===== src/rtl/mem_scheduler.sv =====
`default_nettype none
// ============================================================================
// Module      : mem_scheduler
// Description : Three-requester scheduler for the single core memory port.
//               Port 0 = instruction fetch, port 1 = data load/store,
//               port 2 = debug/DMA. One request is granted at a time by
//               fixed priority (1 > 2 > 0) with anti-starvation aging. It is
//               held on the memory bus until memory_ready, and completion and
//               read data are routed back to the granted port. A watchdog
//               aborts a hung access with an error pulse.
// Ports       : clk, rst (sync, active-low)
//               req_valid/addr/wdata/wstrb   packed per-port request inputs
//               req_rdata/ready/error        shared read data, per-port pulses
//               memory_valid/instr/addr/wdata/wstrb  registered memory request
//               memory_rdata/ready           memory response
// Revision    : 1.0 - initial release
// ============================================================================
module mem_scheduler #(
    parameter int MAX_WAIT = 8,     // 1..255
    parameter int TIMEOUT  = 1024   // >= 2
) (
    input  logic        clk,
    input  logic        rst,
    input  logic [2:0]  req_valid,
    input  logic [95:0] req_addr,
    input  logic [95:0] req_wdata,
    input  logic [11:0] req_wstrb,
    output logic [31:0] req_rdata,
    output logic [2:0]  req_ready,
    output logic [2:0]  req_error,
    output logic        memory_valid,
    output logic        memory_instr,
    output logic [31:0] memory_addr,
    output logic [31:0] memory_wdata,
    output logic [3:0]  memory_wstrb,
    input  logic [31:0] memory_rdata,
    input  logic        memory_ready
);

    localparam int              c_AGE_W    = 8;
    localparam int              c_TMO_W    = (TIMEOUT > 2) ? $clog2(TIMEOUT) : 1;
    localparam logic [c_AGE_W-1:0] c_MAX_AGE = c_AGE_W'(MAX_WAIT);
    localparam logic [c_TMO_W-1:0] c_TMO_LAST = c_TMO_W'(TIMEOUT - 1);

    localparam logic [0:0] S_IDLE = 1'b0;
    localparam logic [0:0] S_BUSY = 1'b1;

    logic [0:0]         r_state,     w_state_nxt;
    logic [1:0]         r_grant,     w_grant_nxt;
    logic [c_TMO_W-1:0] r_tmo,       w_tmo_nxt;
    logic [c_AGE_W-1:0] r_age [3];
    logic [c_AGE_W-1:0] w_age_nxt [3];
    logic               r_mem_valid, w_mem_valid_nxt;
    logic               r_mem_instr, w_mem_instr_nxt;
    logic [31:0]        r_mem_addr,  w_mem_addr_nxt;
    logic [31:0]        r_mem_wdata, w_mem_wdata_nxt;
    logic [3:0]         r_mem_wstrb, w_mem_wstrb_nxt;

    logic [1:0]  w_winner;
    logic [31:0] w_sel_addr;
    logic [31:0] w_sel_wdata;
    logic [3:0]  w_sel_wstrb;
    logic [2:0]  w_grant_oh;
    logic        w_done;
    logic        w_tmo_hit;

    // ------------------------------------------------------------------
    // Winner selection. Aged ports override fixed priority; the loop runs
    // high-to-low so the lowest-index aged port is the last assignment.
    // ------------------------------------------------------------------
    always_comb begin
        w_winner = 2'd0;
        if (req_valid[1]) begin
            w_winner = 2'd1;
        end else if (req_valid[2]) begin
            w_winner = 2'd2;
        end
        for (int i = 2; i >= 0; i--) begin
            if (req_valid[i] && (r_age[i] == c_MAX_AGE)) begin
                w_winner = 2'(i);
            end
        end

        w_sel_addr  = 32'd0;
        w_sel_wdata = 32'd0;
        w_sel_wstrb = 4'd0;
        for (int i = 0; i < 3; i++) begin
            if (w_winner == 2'(i)) begin
                w_sel_addr  = req_addr[32*i +: 32];
                w_sel_wdata = req_wdata[32*i +: 32];
                w_sel_wstrb = req_wstrb[4*i +: 4];
            end
        end
    end

    // ------------------------------------------------------------------
    // Completion. memory_ready has precedence over the watchdog, so an
    // error is only flagged when the last watchdog cycle sees no ready.
    // Response pulses are suppressed while reset is held.
    // ------------------------------------------------------------------
    always_comb begin
        for (int i = 0; i < 3; i++) begin
            w_grant_oh[i] = (r_grant == 2'(i));
        end
        w_done    = (r_state == S_BUSY) && (memory_ready || (r_tmo == c_TMO_LAST));
        w_tmo_hit = (r_state == S_BUSY) && !memory_ready && (r_tmo == c_TMO_LAST);

        req_ready = (w_done && rst)    ? w_grant_oh : 3'b000;
        req_error = (w_tmo_hit && rst) ? w_grant_oh : 3'b000;
        req_rdata = (w_done && memory_ready && rst) ? memory_rdata : 32'd0;
    end

    // ------------------------------------------------------------------
    // Next-state logic
    // ------------------------------------------------------------------
    always_comb begin
        w_state_nxt     = r_state;
        w_grant_nxt     = r_grant;
        w_tmo_nxt       = r_tmo;
        w_mem_valid_nxt = r_mem_valid;
        w_mem_instr_nxt = r_mem_instr;
        w_mem_addr_nxt  = r_mem_addr;
        w_mem_wdata_nxt = r_mem_wdata;
        w_mem_wstrb_nxt = r_mem_wstrb;
        for (int i = 0; i < 3; i++) begin
            w_age_nxt[i] = r_age[i];
        end

        case (r_state)
            S_IDLE: begin
                w_mem_valid_nxt = 1'b0;
                w_tmo_nxt       = '0;
                if (req_valid != 3'b000) begin
                    w_mem_valid_nxt = 1'b1;
                    w_mem_instr_nxt = (w_winner == 2'd0);
                    w_mem_addr_nxt  = w_sel_addr;
                    w_mem_wdata_nxt = w_sel_wdata;
                    w_mem_wstrb_nxt = w_sel_wstrb;
                    w_grant_nxt     = w_winner;
                    w_state_nxt     = S_BUSY;
                    for (int i = 0; i < 3; i++) begin
                        if (!req_valid[i] || (w_winner == 2'(i))) begin
                            w_age_nxt[i] = '0;
                        end else if (r_age[i] != c_MAX_AGE) begin
                            w_age_nxt[i] = r_age[i] + 1'b1;
                        end
                    end
                end
            end
            S_BUSY: begin
                w_tmo_nxt = r_tmo + 1'b1;
                if (w_done) begin
                    w_tmo_nxt       = '0;
                    w_mem_valid_nxt = 1'b0;
                    w_state_nxt     = S_IDLE;
                end
            end
            default: begin
                w_state_nxt     = S_IDLE;
                w_mem_valid_nxt = 1'b0;
                w_tmo_nxt       = '0;
            end
        endcase
    end

    // ------------------------------------------------------------------
    // Registers
    // ------------------------------------------------------------------
    always_ff @(posedge clk) begin
        if (!rst) begin
            r_state     <= S_IDLE;
            r_grant     <= 2'd0;
            r_tmo       <= '0;
            r_mem_valid <= 1'b0;
            r_mem_instr <= 1'b0;
            r_mem_addr  <= 32'd0;
            r_mem_wdata <= 32'd0;
            r_mem_wstrb <= 4'd0;
            for (int i = 0; i < 3; i++) begin
                r_age[i] <= '0;
            end
        end else begin
            r_state     <= w_state_nxt;
            r_grant     <= w_grant_nxt;
            r_tmo       <= w_tmo_nxt;
            r_mem_valid <= w_mem_valid_nxt;
            r_mem_instr <= w_mem_instr_nxt;
            r_mem_addr  <= w_mem_addr_nxt;
            r_mem_wdata <= w_mem_wdata_nxt;
            r_mem_wstrb <= w_mem_wstrb_nxt;
            for (int i = 0; i < 3; i++) begin
                r_age[i] <= w_age_nxt[i];
            end
        end
    end

    assign memory_valid = r_mem_valid;
    assign memory_instr = r_mem_instr;
    assign memory_addr  = r_mem_addr;
    assign memory_wdata = r_mem_wdata;
    assign memory_wstrb = r_mem_wstrb;

endmodule
`default_nettype wire


===== config.mk =====
export PLATFORM = sky130hd
export DESIGN_NAME = mem_scheduler
export DESIGN_NICKNAME = d
export VERILOG_FILES = /design/src/rtl/mem_scheduler.sv
export SDC_FILE = /design/constraint.sdc
export NUM_CORES = 1
export LEC_CHECK = 0
export ABC_CLOCK_PERIOD_IN_PS = 4100
export BUFFER_PORTS_ARGS = -buffer_cell sky130_fd_sc_hd__buf_2
export CAP_MARGIN = 30
export CORE_AREA = 10 10 127 129
export DETAILED_ROUTE_END_ITERATION = 16
export DIE_AREA = 0 0 137 139
export GPL_ROUTABILITY_DRIVEN = 0
export GPL_TIMING_DRIVEN = 0
export PLACE_DENSITY = 0.77
export REMOVE_ABC_BUFFERS = 1
export SYNTH_ARGS = -nofsm -noshare
export SYNTH_HDL_FRONTEND = slang
export SYNTH_SLANG_ARGS = --single-unit

===== constraint.sdc =====
create_clock -name clk -period 4.1 [get_ports clk]
set_input_delay 0.615 -clock clk [delete_from_list [all_inputs] [get_ports clk]]
set_output_delay 0.615 -clock clk [all_outputs]
set_load 0.005 [all_outputs]

After elaboration in Yosys (flattened, before gate mapping):

Memories as Yosys holds them, arrays and structs flattened.
Cells that the tools add are included.
Widths: inputs -> output; s select.

* register bits: 83
* ROM bits: 0
* output and inout port bits: 108
* latch bits: 0
* memory bits (writable): 24
* input bits: 242
* word-level logic and storage cells: 88
* memories kept: 1

* shift operators: 0
* bitwise gates (word level): 4
* $lt $le $gt $ge: 0
* muxes and demuxes: 37
* $add $sub $neg: 4
* multiply operators: 0
* reduce and logical (&&, ||, !) cells: 22
* equality and inequality tests: 12
* divide/modulo/power cells: 0

Memories
* r_age: depth 3, bits a word 8, read ports 3, clocked after memory_dff 0, wr ports 3, RTL line 51 `logic [c_AGE_W-1:0] r_age [3];`

Operators with widths (number)
* $mux 32: 7
* $mux 8: 9
* $mux 24: 2
* $add 8x1->8 const B: 3
* $eq 8x4->1 const B: 3
* $ne 8x4->1 const B: 3
* $pmux 10 s2: 1
* $mux 4: 3
* $add 10x1->10 const B: 1
* $eq 10x10->1 const B: 1
* $logic_and 1x1->1: 10
* $mux 10: 1
* $mux 2: 5
* $mux 3: 2
* $mux 1: 5
* $eq 2x1->1 const B: 2
* $eq 2x2->1 const B: 2
* $logic_not 1->1: 4
* $logic_not 2->1: 2
* $logic_or 1x1->1: 4
* $pmux 1 s2: 2
* $or 1x1->1: 3
* $reduce_bool 3->1: 1
* $ne 2x1->1 const B: 1
* other kinds (2): 2

Depth between registers and ports, before layout:

Gate-level depths: netlist (run 1).

* depth in word-level cells: 11
* gate-level depth with buffers: 9
* depth with buffers taken out: 7

Worst setup path after synthesis (run 1):

No wires, ideal clock.

* path kind: input to register
* from: in req_valid[1]
* to: reg r_mem_addr[0] (netlist: memory_addr[0])
* buffers on the path: 4
* setup time: 0.122 ns
* arrival: 2.049 ns
* path slack: 1.929 ns
* cell stages on the path: 9
* data required time: 3.978 ns
* cells stage by stage: or2_1 -> clkbuf_1 -> o21a_1 -> buf_2 -> and3_1 -> buf_2 -> clkbuf_1 -> a22oi_1 -> o21ai_1

* word-level cells in the longest chain between the ends: 8
* elaborated cells between the ends (all ways): 13
* classes of those cells: 2 x eq/ne; 7 x mux; 4 x reduce/logical

Ends and longest elaborated chain
* start, declared: RTL line 24 `input logic [2:0] req_valid,`
* $mux 2: RTL line 73 `if (req_valid[1]) begin`
* $mux 2 (3 in a row): RTL line 79 `if (req_valid[i] && (r_age[i] == c_MAX_AGE)) begin`
* $logic_not 2->1: RTL line 88 `if (w_winner == 2'(i)) begin`
* $mux 32 (3 in a row): RTL line 88
* end signal, assigned: RTL line 188 `r_mem_addr <= w_mem_addr_nxt;`
* end, declared: RTL line 55 `logic [31:0] r_mem_addr, w_mem_addr_nxt;`

Several ways; a longest one is shown, not always the timed one.
A chain may end at the register's enable or synchronous reset.

Worst setup path after layout (run 1):

* from: in rst
* to: out req_rdata[17]

* word-level cells in the longest chain between the ends: 2

Ends and longest elaborated chain
* start, declared: RTL line 23 `input logic rst,`
* $logic_and 1x1->1: RTL line 110 `req_rdata = (w_done && memory_ready && rst) ? memory_rdata : 32'd0;`
* $mux 32: RTL line 110
* end, declared: RTL line 28 `output logic [31:0] req_rdata,`

No other way between the ends.

==> results of run 1 <==
-- state kept, by name (all words and copies together) (netlist names) --
name and flops:
memory_addr 32, memory_instr 1, memory_valid 1, memory_wdata 32
memory_wstrb 4, r_age 24, r_grant 2, r_state 1
r_tmo 10
-- logic make-up after synthesis --
logic type | share of synthesized area [%]
compound gates | 32.32
simple gates | 20.22
flops | 39.02
buf+inv | 4.924
xor+xnor | 1.915
fa+ha+maj | 1.596
-- synthesized netlist by cell type (all sizes together) (11+ instances only) --
| cell | count | share of area (%) |
|---|---|---|
| a21oi | 46 | 4.3 |
| a221oi | 42 | 6.7 |
| a22oi | 26 | 3.6 |
| and2 | 35 | 4.0 |
| buf | 15 | 1.4 |
| clkbuf | 41 | 2.8 |
| dfxtp | 107 | 39 |
| inv | 11 | 0.75 |
| nand2 | 73 | 5.0 |
| nand3 | 12 | 1.1 |
| nor2 | 50 | 3.5 |
| o21ai | 80 | 7.4 |
| o221ai | 28 | 4.5 |
-- per-stage QoR --
stage | area [sq um] | utilization, % | hold WS (ns) | instances | worst slack (ns)
after floorplan | 5260 | - | 0.4263 | 621 | 0.2972
after global placement | 7232 | 52.92 | 0.4445 | 1150 | -1.679
after detailed placement | 7428 | 54.36 | 0.4494 | 1158 | 0.9627
after CTS | 7706 | 56.39 | 0.4656 | 1173 | 0.9706
after global routing | 7711 | 56.43 | 0.4697 | 1175 | 0.7483
final | 7711 | 56.43 | 0.4620 | 1175 | 0.9819
-- worst register-to-register path: stages (launching register included) --
cell and delay (ns):
dfxtp_1 0.35, inv_1 0.09, ha_1 0.14, nor4b_2 0.35
a311o_1 0.39, nand2_1 0.63, o221ai_1 0.50, o21ai_1 0.12
-- per-layer routing --
metal | track usage [%] | share of wire [%]
met1 | 23.85 | 37
met2 | 36.85 | 48
met3 | 8.949 | 12
met4 | 7.658 | 2.5
met5 | 0 | 0
-- path summary, 6_finish.rpt --
path                            startpoint  slack [ns]  cells past startpoint                            to
hold / removal         r_tmo[0]$_SDFF_PP0_        0.46                      1           r_tmo[0]$_SDFF_PP0_
setup reg to reg  r_age[0][8]$_SDFFE_PN0P_        1.41                      7  memory_wstrb[3]$_SDFFE_PN0P_
hold reg to reg        r_tmo[0]$_SDFF_PP0_        0.46                      1           r_tmo[0]$_SDFF_PP0_
setup / recovery                       rst        0.98                      5                 req_rdata[17]
-- power breakdown --
part,total (mW),internal [mW],switching (mW)
clock network,0.832,0.429,0.403
registers,1.17,1.13,0.0457
logic,0.556,0.259,0.297
-- layout make-up --
| type | instances | area share [%] |
|---|---|---|
| timing repair buffer | 357 | 24.79 |
| clock buffer | 10 | 3.099 |
| clock inverter | 5 | 0.5030 |
| antenna | 2 | 0.06490 |
| inverter | 11 | 0.5355 |
| tap | 180 | 2.921 |
| sequential | 107 | 27.78 |
| multi-input combinational | 503 | 40.31 |
==> metrics, run 1 <==
outcome finished clean; clock-pin slew on the worst setup and hold paths 0.07 ns; Gate Count Post-Synth 677; clk_lat worst skew 0.35 ns; Synth Warn # 0; most frequent CP cell buf_2; buffer count from post-CTS setup fixing 0; Worst EP arrival 2.50 ns; first-pass GRT wire length 33710 microns; worst path required time 3.48 ns; Vias 6479; Core Footprint 0.01367 sq mm; CTS Buf Count 9; critical path capture point type primary output; vias in the first global route 6363; FP Rows 43; Die Height 139 microns; area of the multi-input gates 0.003108 sq mm; Layout Skew 0.007829 ns; DR iter-0 viols 309; area grow syn2layout 40.48%; CP top delay family simple AND/OR/NAND/NOR gates; Post-synth ARST share 0%; CP Max Fanout 38; Hold Fails Final Rpt 0; Pre-antenna DRT Iters 5; synthesized area per cell 8.108 sq um; chip width 137 microns; Peak VDD IR 0.2641 mV; Buf/Inv on CP 3; H-Tree Depth 3; CTS tree done; Ports 350; Worst path max stage delay 0.73 ns; crit share post-route 76.05%; largest net degree at the start of global routing 52; post-route setup TNS 0 ns; Critical Path Slowest Stage Cell and3_1; Mapped Area 0.005489 sq mm; cts repair resizes 0; Post-synth EDFFs 0; max_cap viols 0; overall routed net length 22470 microns; layout cells sized above 1 38.87%; DP HPWL 17430 microns; maximum clock rate 320.7 MHz; Yosys reg bits 107; detailed-route wire length per cell 19.12 microns; unrepaired setup endpoints after global routing false; grt total ovfl 0; most frequent cells in the layout 349 x buf_2, 107 x dfxtp_1, 72 x nand2_1; Worst-Margin Slew 1.068 ns; Nets 1238; DRC viols 0; Die Area 0.01904 sq mm; LEAKAGE 3.533 nW; final worst path period need 3.118 ns; buffer depth of the longest clock path 2; max-slew violations 0; Tot Pwr 2.559 mW; Rel. slew slack 28.83%; clk sinks 107; commonest non-fill, non-tap cell in the layout buf_2; Netlist cell types 55; initial antenna violation count 3; post-route ant nets 0; sequential share of the synthesized area 39.02%; Starting Density 40.17%; Worst setup SP type input pin; hold_buf cts 0; clock root buffer clkbuf_16; pwr/cell area 331.9 mW/mm^2; register area 0.002142 sq mm; # setup viols final 0; port buffer count 349; Synth Flop Type dfxtp_1; Hold Crit Class flip-flop to flip-flop; cells along the critical path buf_2 -> buf_16 -> and3_1 -> and2_1 -> buf_2; critical path type input pin to primary output; filler cell count 1293; Total Routing Usage GR 21.81%; Avg Vias per Cell 5.514
No activity file was read; power rests on OpenSTA's default activity.
==> run 2: changes to the inputs <==
Settings changed: ABC_CLOCK_PERIOD_IN_PS 4100 to 2700, CORE_AREA 10 10 127 129 to not set, CORE_MARGIN set to 10, CORE_UTILIZATION set to 39, DIE_AREA 0 0 137 139 to not set.
Clock period 4.1 ns to 2.7 ns, I/O delays scaled along.
==> metrics, run 2 (same netlist as run 1, synthesis figures left out) <==
H-Tree Depth 3 (unchanged); CTS Buf Count 9 (unchanged); Total Routing Usage GR 21.61% (-0.20 points); overall routed net length 22290 microns (-0.77%); Worst R2R Setup Slack 0.22 ns (-1.19 ns); most frequent CP cell or4b_1; area of the multi-input gates 0.003109 sq mm (about the same); worst slack at placement 0.009943 ns (-0.9527 ns); Worst path max stage delay 0.62 ns (-0.11 ns); post-route ant nets 0 (unchanged); met2 usage 36.40% (-0.45 points); detailed-route wire length per cell 18.91 microns (-1.1%); CTS tree done; Pre-antenna DRT Iters 5 (unchanged); initial antenna violation count 1 (-2); Die Height 138.6 microns (-0.26%); port buffer count 349 (unchanged); DRC viols 0 (unchanged); Reg2Reg Depth 6 (-1); met3 Usage GRT 8.733% (-0.22 points); cells along the critical path or4b_1 -> a311oi_2 -> nor2_4 -> buf_12 -> or4b_1 -> a21boi_1; commonest non-fill, non-tap cell in the layout buf_2; register area 0.002142 sq mm (unchanged); Ports 350 (unchanged); # setup viols final 0 (unchanged); DR iter-0 viols 285 (-7.8%); max_cap viols 0 (unchanged); critical path capture point type flip-flop; Layout Skew 0.007851 ns (+0.00002251 ns); Hold Fails Final Rpt 0 (unchanged); Die Area 0.01922 sq mm (+0.93%); clock-pin slew on the worst setup and hold paths 0.07 ns (about the same); grt total ovfl 0 (unchanged); worst path required time 2.98 ns (-0.50 ns); Buf/Inv on CP 1 (-2); chip width 138.6 microns (+1.2%); FP Rows 43 (unchanged); Tot Pwr 3.940 mW (+54%); crit path from r_age[0][23]$_SDFFE_PN0P_; Rel. slew slack 42.13% (+13 points); max-slew violations 0 (unchanged); Hold Crit Class input pin to flip-flop; crit path to r_age[0][9]$_SDFFE_PN0P_; Min Hold Slack 0.2838 ns (-0.1782 ns); outcome finished clean; cell area after layout 0.007825 sq mm (+1.5%); buffer depth of the longest clock path 2 (unchanged); most used routing layer met2; Nets 1241 (+0.24%); Peak VDD IR 0.2567 mV (-2.8%); met1 Use GR 24.59% (+0.74 points); dpl cell area 0.007531 sq mm (+1.4%); critical path type flip-flop to flip-flop; filler cell count 1289 (-0.31%); layout cells sized above 1 39.22% (+0.35 points); Vias 6509 (+0.46%); LEAKAGE 3.579 nW (+1.3%); vias in the first global route 6390 (+0.42%); Reg2Reg Capture Point r_age[0][9]$_SDFFE_PN0P_; unrepaired setup endpoints after global routing false; CP top delay family simple AND/OR/NAND/NOR gates; crit share post-route 92.02%; R2R Path Start r_age[0][23]$_SDFFE_PN0P_; first-pass GRT wire length 34620 microns (+2.7%); hold_buf cts 0 (unchanged); Worst setup SP type flip-flop; final worst path period need 2.484 ns; Critical Path Slowest Stage Cell or4b_1; most frequent cells in the layout 349 x buf_2, 107 x dfxtp_1, 72 x nand2_1; area grow syn2layout 42.56%; maximum clock rate 402.5 MHz; Starting Density 39.70% (-0.47 points); DP HPWL 17260 microns (-1.0%); Core Footprint 0.01383 sq mm (+1.2%); Final WS setup 0.2155 ns (-0.7664 ns); Worst EP arrival 2.77 ns (+0.27 ns); clk sinks 107 (unchanged); Avg Vias per Cell 5.521 (+0.12%); clk_lat worst skew 0.35 ns (about the same); largest net degree at the start of global routing 43 (-17%); CP Max Fanout 37 (-2.6%); critical path depth 6 (+1); pwr/cell area 503.5 mW/mm^2 (+52%); Worst-Margin Slew 0.8650 ns (-0.2025 ns); clock root buffer clkbuf_16
==> run 2: worst min-delay path by stage <==
stage                                   start             endpoint  slack (ns)  cells after the start
after floorplan           r_tmo[0]$_SDFF_PP0_  r_tmo[0]$_SDFF_PP0_        0.43                      1
after global placement    r_tmo[0]$_SDFF_PP0_  r_tmo[0]$_SDFF_PP0_        0.44                      1
after detailed placement  r_tmo[0]$_SDFF_PP0_  r_tmo[0]$_SDFF_PP0_        0.45                      1
after CTS                        memory_ready  r_tmo[8]$_SDFF_PP0_        0.27                      2
after global routing             memory_ready  r_tmo[6]$_SDFF_PP0_        0.27                      2
final                            memory_ready  r_tmo[8]$_SDFF_PP0_        0.28                      2
==> run 2: per-layer routing <==
layer  wire length [microns]  part of all wire [%]
met1                    8785                    39
met2                   10800                    48
met3                    2377                    11
met4                     335                   1.5
met5                       0                     0
==> run 2: what timing repair did <==
item,CTS,global route
buffers inserted,0,0
resized for setup,0,1
endpoints found under the setup margin,0,32
==> run 2: area by class of cell <==
type                       instances  area share (%)
clock buffer                      10           3.054
inverter                          11          0.5277
multi-input combinational        503           39.73
timing repair buffer             360           25.74
sequential                       107           27.37
tap                              180           2.878
clock inverter                     6          0.6236
antenna                            2         0.06396
==> run 2: worst register-to-register path, cell delays in order, from the launching register on <==
cell	delay (ns)
dfxtp_1	0.33
or4b_1	0.62
a311oi_2	0.42
nor2_4	0.18
buf_12	0.21
or4b_1	0.52
a21boi_1	0.14
==> run 2: per-stage QoR <==
stage,utilization [%],setup TNS [ns],std cells
global placement,52.30,-209.52,1150
finish,56.59,0,1179
CTS,56.55,0,1177
floorplan,-,-50.91,621
global route,56.56,0,1177
detailed placement,54.47,0,1161
==> run 2: where the power goes <==
group	leakage [nW]	switching [mW]	internal (mW)
logic	2.56	0.462	0.414
registers	0.881	0.0649	1.71
clock network	0.137	0.631	0.660
total	3.58	1.16	2.78
==> run 3: changes to the inputs <==
Settings changed: ABC_CLOCK_PERIOD_IN_PS 2700 to 2400, CORE_AREA set to 10 10 127 129, CORE_MARGIN 10 to not set, CORE_UTILIZATION 39 to not set, CTS_BUF_LIST set to sky130_fd_sc_hd__clkbuf_4 sky130_fd_sc_hd__clkbuf_8, DIE_AREA set to 0 0 137 139, SKIP_LAST_GASP set to 1.
Clock period 2.7 ns to 2.4 ns, I/O delays scaled along.
==> metrics, run 3 (same netlist as run 1, synthesis figures left out) <==
Die Area 0.01904 sq mm (-0.92%); CTS Buf Count 9 (unchanged); DP HPWL 17430 microns (+1.0%); LEAKAGE 3.512 nW (-1.9%); Rel. slew slack 34.28% (-7.8 points); clock root buffer clkbuf_8; port buffer count 349 (unchanged); vias in the first global route 6381 (-0.14%); final worst path period need 2.274 ns (-0.2104 ns); clk_lat worst skew 0.39 ns (+0.04 ns); post-route ant nets 0 (unchanged); DRC viols 0 (unchanged); Pre-antenna DRT Iters 5 (unchanged); Final WS setup 0.1259 ns (-0.08960 ns); Worst path max stage delay 0.62 ns (about the same); # setup viols final 0 (unchanged); Peak VDD IR 0.4231 mV (+65%); Starting Density 40.17% (+0.47 points); Reg2Reg Capture Point r_age[0][9]$_SDFFE_PN0P_; hold_buf cts 0 (unchanged); chip width 137 microns (-1.2%); Worst setup SP type flip-flop; filler cell count 1292 (+0.23%); CP top delay family simple AND/OR/NAND/NOR gates; crit share post-route 94.75% (+2.7 points); overall routed net length 22550 microns (+1.2%); Avg Vias per Cell 5.519 (about the same); Reg2Reg Depth 6 (unchanged); FP Rows 43 (unchanged); first-pass GRT wire length 33730 microns (-2.6%); CTS tree done; Hold Fails Final Rpt 0 (unchanged); post-route setup TNS 0 ns (unchanged); grt total ovfl 0 (unchanged); Vias 6512 (+0.046%); outcome finished clean; Total Routing Usage GR 21.88% (+0.28 points); CP Max Fanout 5 (-86%); Worst-Margin Slew 0.9858 ns (+0.1208 ns); initial antenna violation count 4 (+3); crit path from r_age[0][18]$_SDFFE_PN0P_; max-slew violations 0 (unchanged); max_cap viols 0 (unchanged); Nets 1242 (+0.081%); commonest non-fill, non-tap cell in the layout buf_2; crit path to r_age[0][9]$_SDFFE_PN0P_; area grow syn2layout 40.28%; Die Height 139 microns (+0.26%); pwr/cell area 520.0 mW/mm^2 (+3.3%); DR iter-0 viols 356 (+25%); worst slack at placement -0.4823 ns (-0.4923 ns); Ports 350 (unchanged); H-Tree Depth 3 (unchanged); critical path capture point type flip-flop; Worst R2R Setup Slack 0.13 ns (-0.09 ns); clock-pin slew on the worst setup and hold paths 0.11 ns (+0.04 ns); Critical Path Slowest Stage Cell or4b_1; most frequent cells in the layout 348 x buf_2, 107 x dfxtp_1, 71 x nand2_1; Buf/Inv on CP 1 (unchanged); critical path type flip-flop to flip-flop; most frequent CP cell or4b_1; clk sinks 107 (unchanged); detailed-route wire length per cell 19.11 microns (+1.1%); buffer depth of the longest clock path 2 (unchanged); cells along the critical path or4b_1 -> a311oi_4 -> nor2_4 -> buf_4 -> or4b_1 -> a21boi_1; Core Footprint 0.01367 sq mm (-1.2%); R2R Path Start r_age[0][18]$_SDFFE_PN0P_; Layout Skew 0.01345 ns (+0.005594 ns); layout cells sized above 1 39.72% (+0.50 points); critical path depth 6 (unchanged); worst path required time 2.72 ns (-0.26 ns); maximum clock rate 439.7 MHz (+9.3%); largest net degree at the start of global routing 52 (+21%); Hold Crit Class input pin to flip-flop; Worst EP arrival 2.59 ns (-0.18 ns)
==> run 3: layout make-up <==
cell class | instances | area [sq um] | share of cell area, %
Tap cell | 180 | 225.2 | 2.925
Antenna cell | 3 | 7.507 | 0.09750
Clock buffer | 10 | 137.6 | 1.787
Timing Repair Buffer | 361 | 1944 | 25.25
Clock inverter | 5 | 38.79 | 0.5037
Multi-Input combinational cell | 503 | 3163 | 41.08
Sequential cell | 107 | 2142 | 27.82
Inverter | 11 | 41.29 | 0.5362
==> run 3: power by group <==
part / internal [mW] / switching [mW] / leakage (nW)
clock network: 0.406 / 0.637 / 0.0887
logic: 0.448 / 0.513 / 2.54
registers: 1.92 / 0.0774 / 0.881
==> run 3: how the worst min path moves through the flow <==
stage | startpoint | to | slack [ns] | cells past startpoint
floorplan | r_tmo[0]$_SDFF_PP0_ | r_tmo[0]$_SDFF_PP0_ | 0.43 | 1
global placement | r_tmo[0]$_SDFF_PP0_ | r_tmo[0]$_SDFF_PP0_ | 0.44 | 1
detailed placement | r_tmo[0]$_SDFF_PP0_ | r_tmo[0]$_SDFF_PP0_ | 0.45 | 1
CTS | memory_ready | r_tmo[6]$_SDFF_PP0_ | 0.16 | 2
global route | memory_ready | r_tmo[8]$_SDFF_PP0_ | 0.16 | 2
finish | memory_ready | r_tmo[6]$_SDFF_PP0_ | 0.18 | 2
==> run 3: what timing repair did <==
action                     CTS  global route
setup buffers                0             4
pin swaps                    0             3
setup endpoints to repair   67           106
gates resized for setup      6             6
hold endpoints to repair     0             0
cloned                       0             0
==> run 3: worst register-to-register path: stages, from the launching register on <==
cell and delay, ns:
dfxtp_1 0.35, or4b_1 0.62, a311oi_4 0.36, nor2_4 0.08
buf_4 0.16, or4b_1 0.49, a21boi_1 0.15
==> run 3: per-layer routing <==
metal	wire (microns)	track usage, %
met4	528	7.936
met1	8511	23.88
met2	11050	37.08
met5	0	0
met3	2461	8.768
==> run 3: metrics by stage <==
stage | hold WS [ns] | std cells | utilization (%) | total power, mW | instance area, sq um
after global placement | 0.4445 | 1150 | 52.92 | 2.948 | 7232
after detailed placement | 0.4494 | 1158 | 54.36 | 2.990 | 7428
after CTS | 0.1617 | 1173 | 55.84 | 4.052 | 7631
after floorplan | 0.4263 | 621 | - | 2.427 | 5260
final | 0.1811 | 1180 | 56.35 | 4.004 | 7700
after global routing | 0.1606 | 1180 | 56.35 | 4.250 | 7700
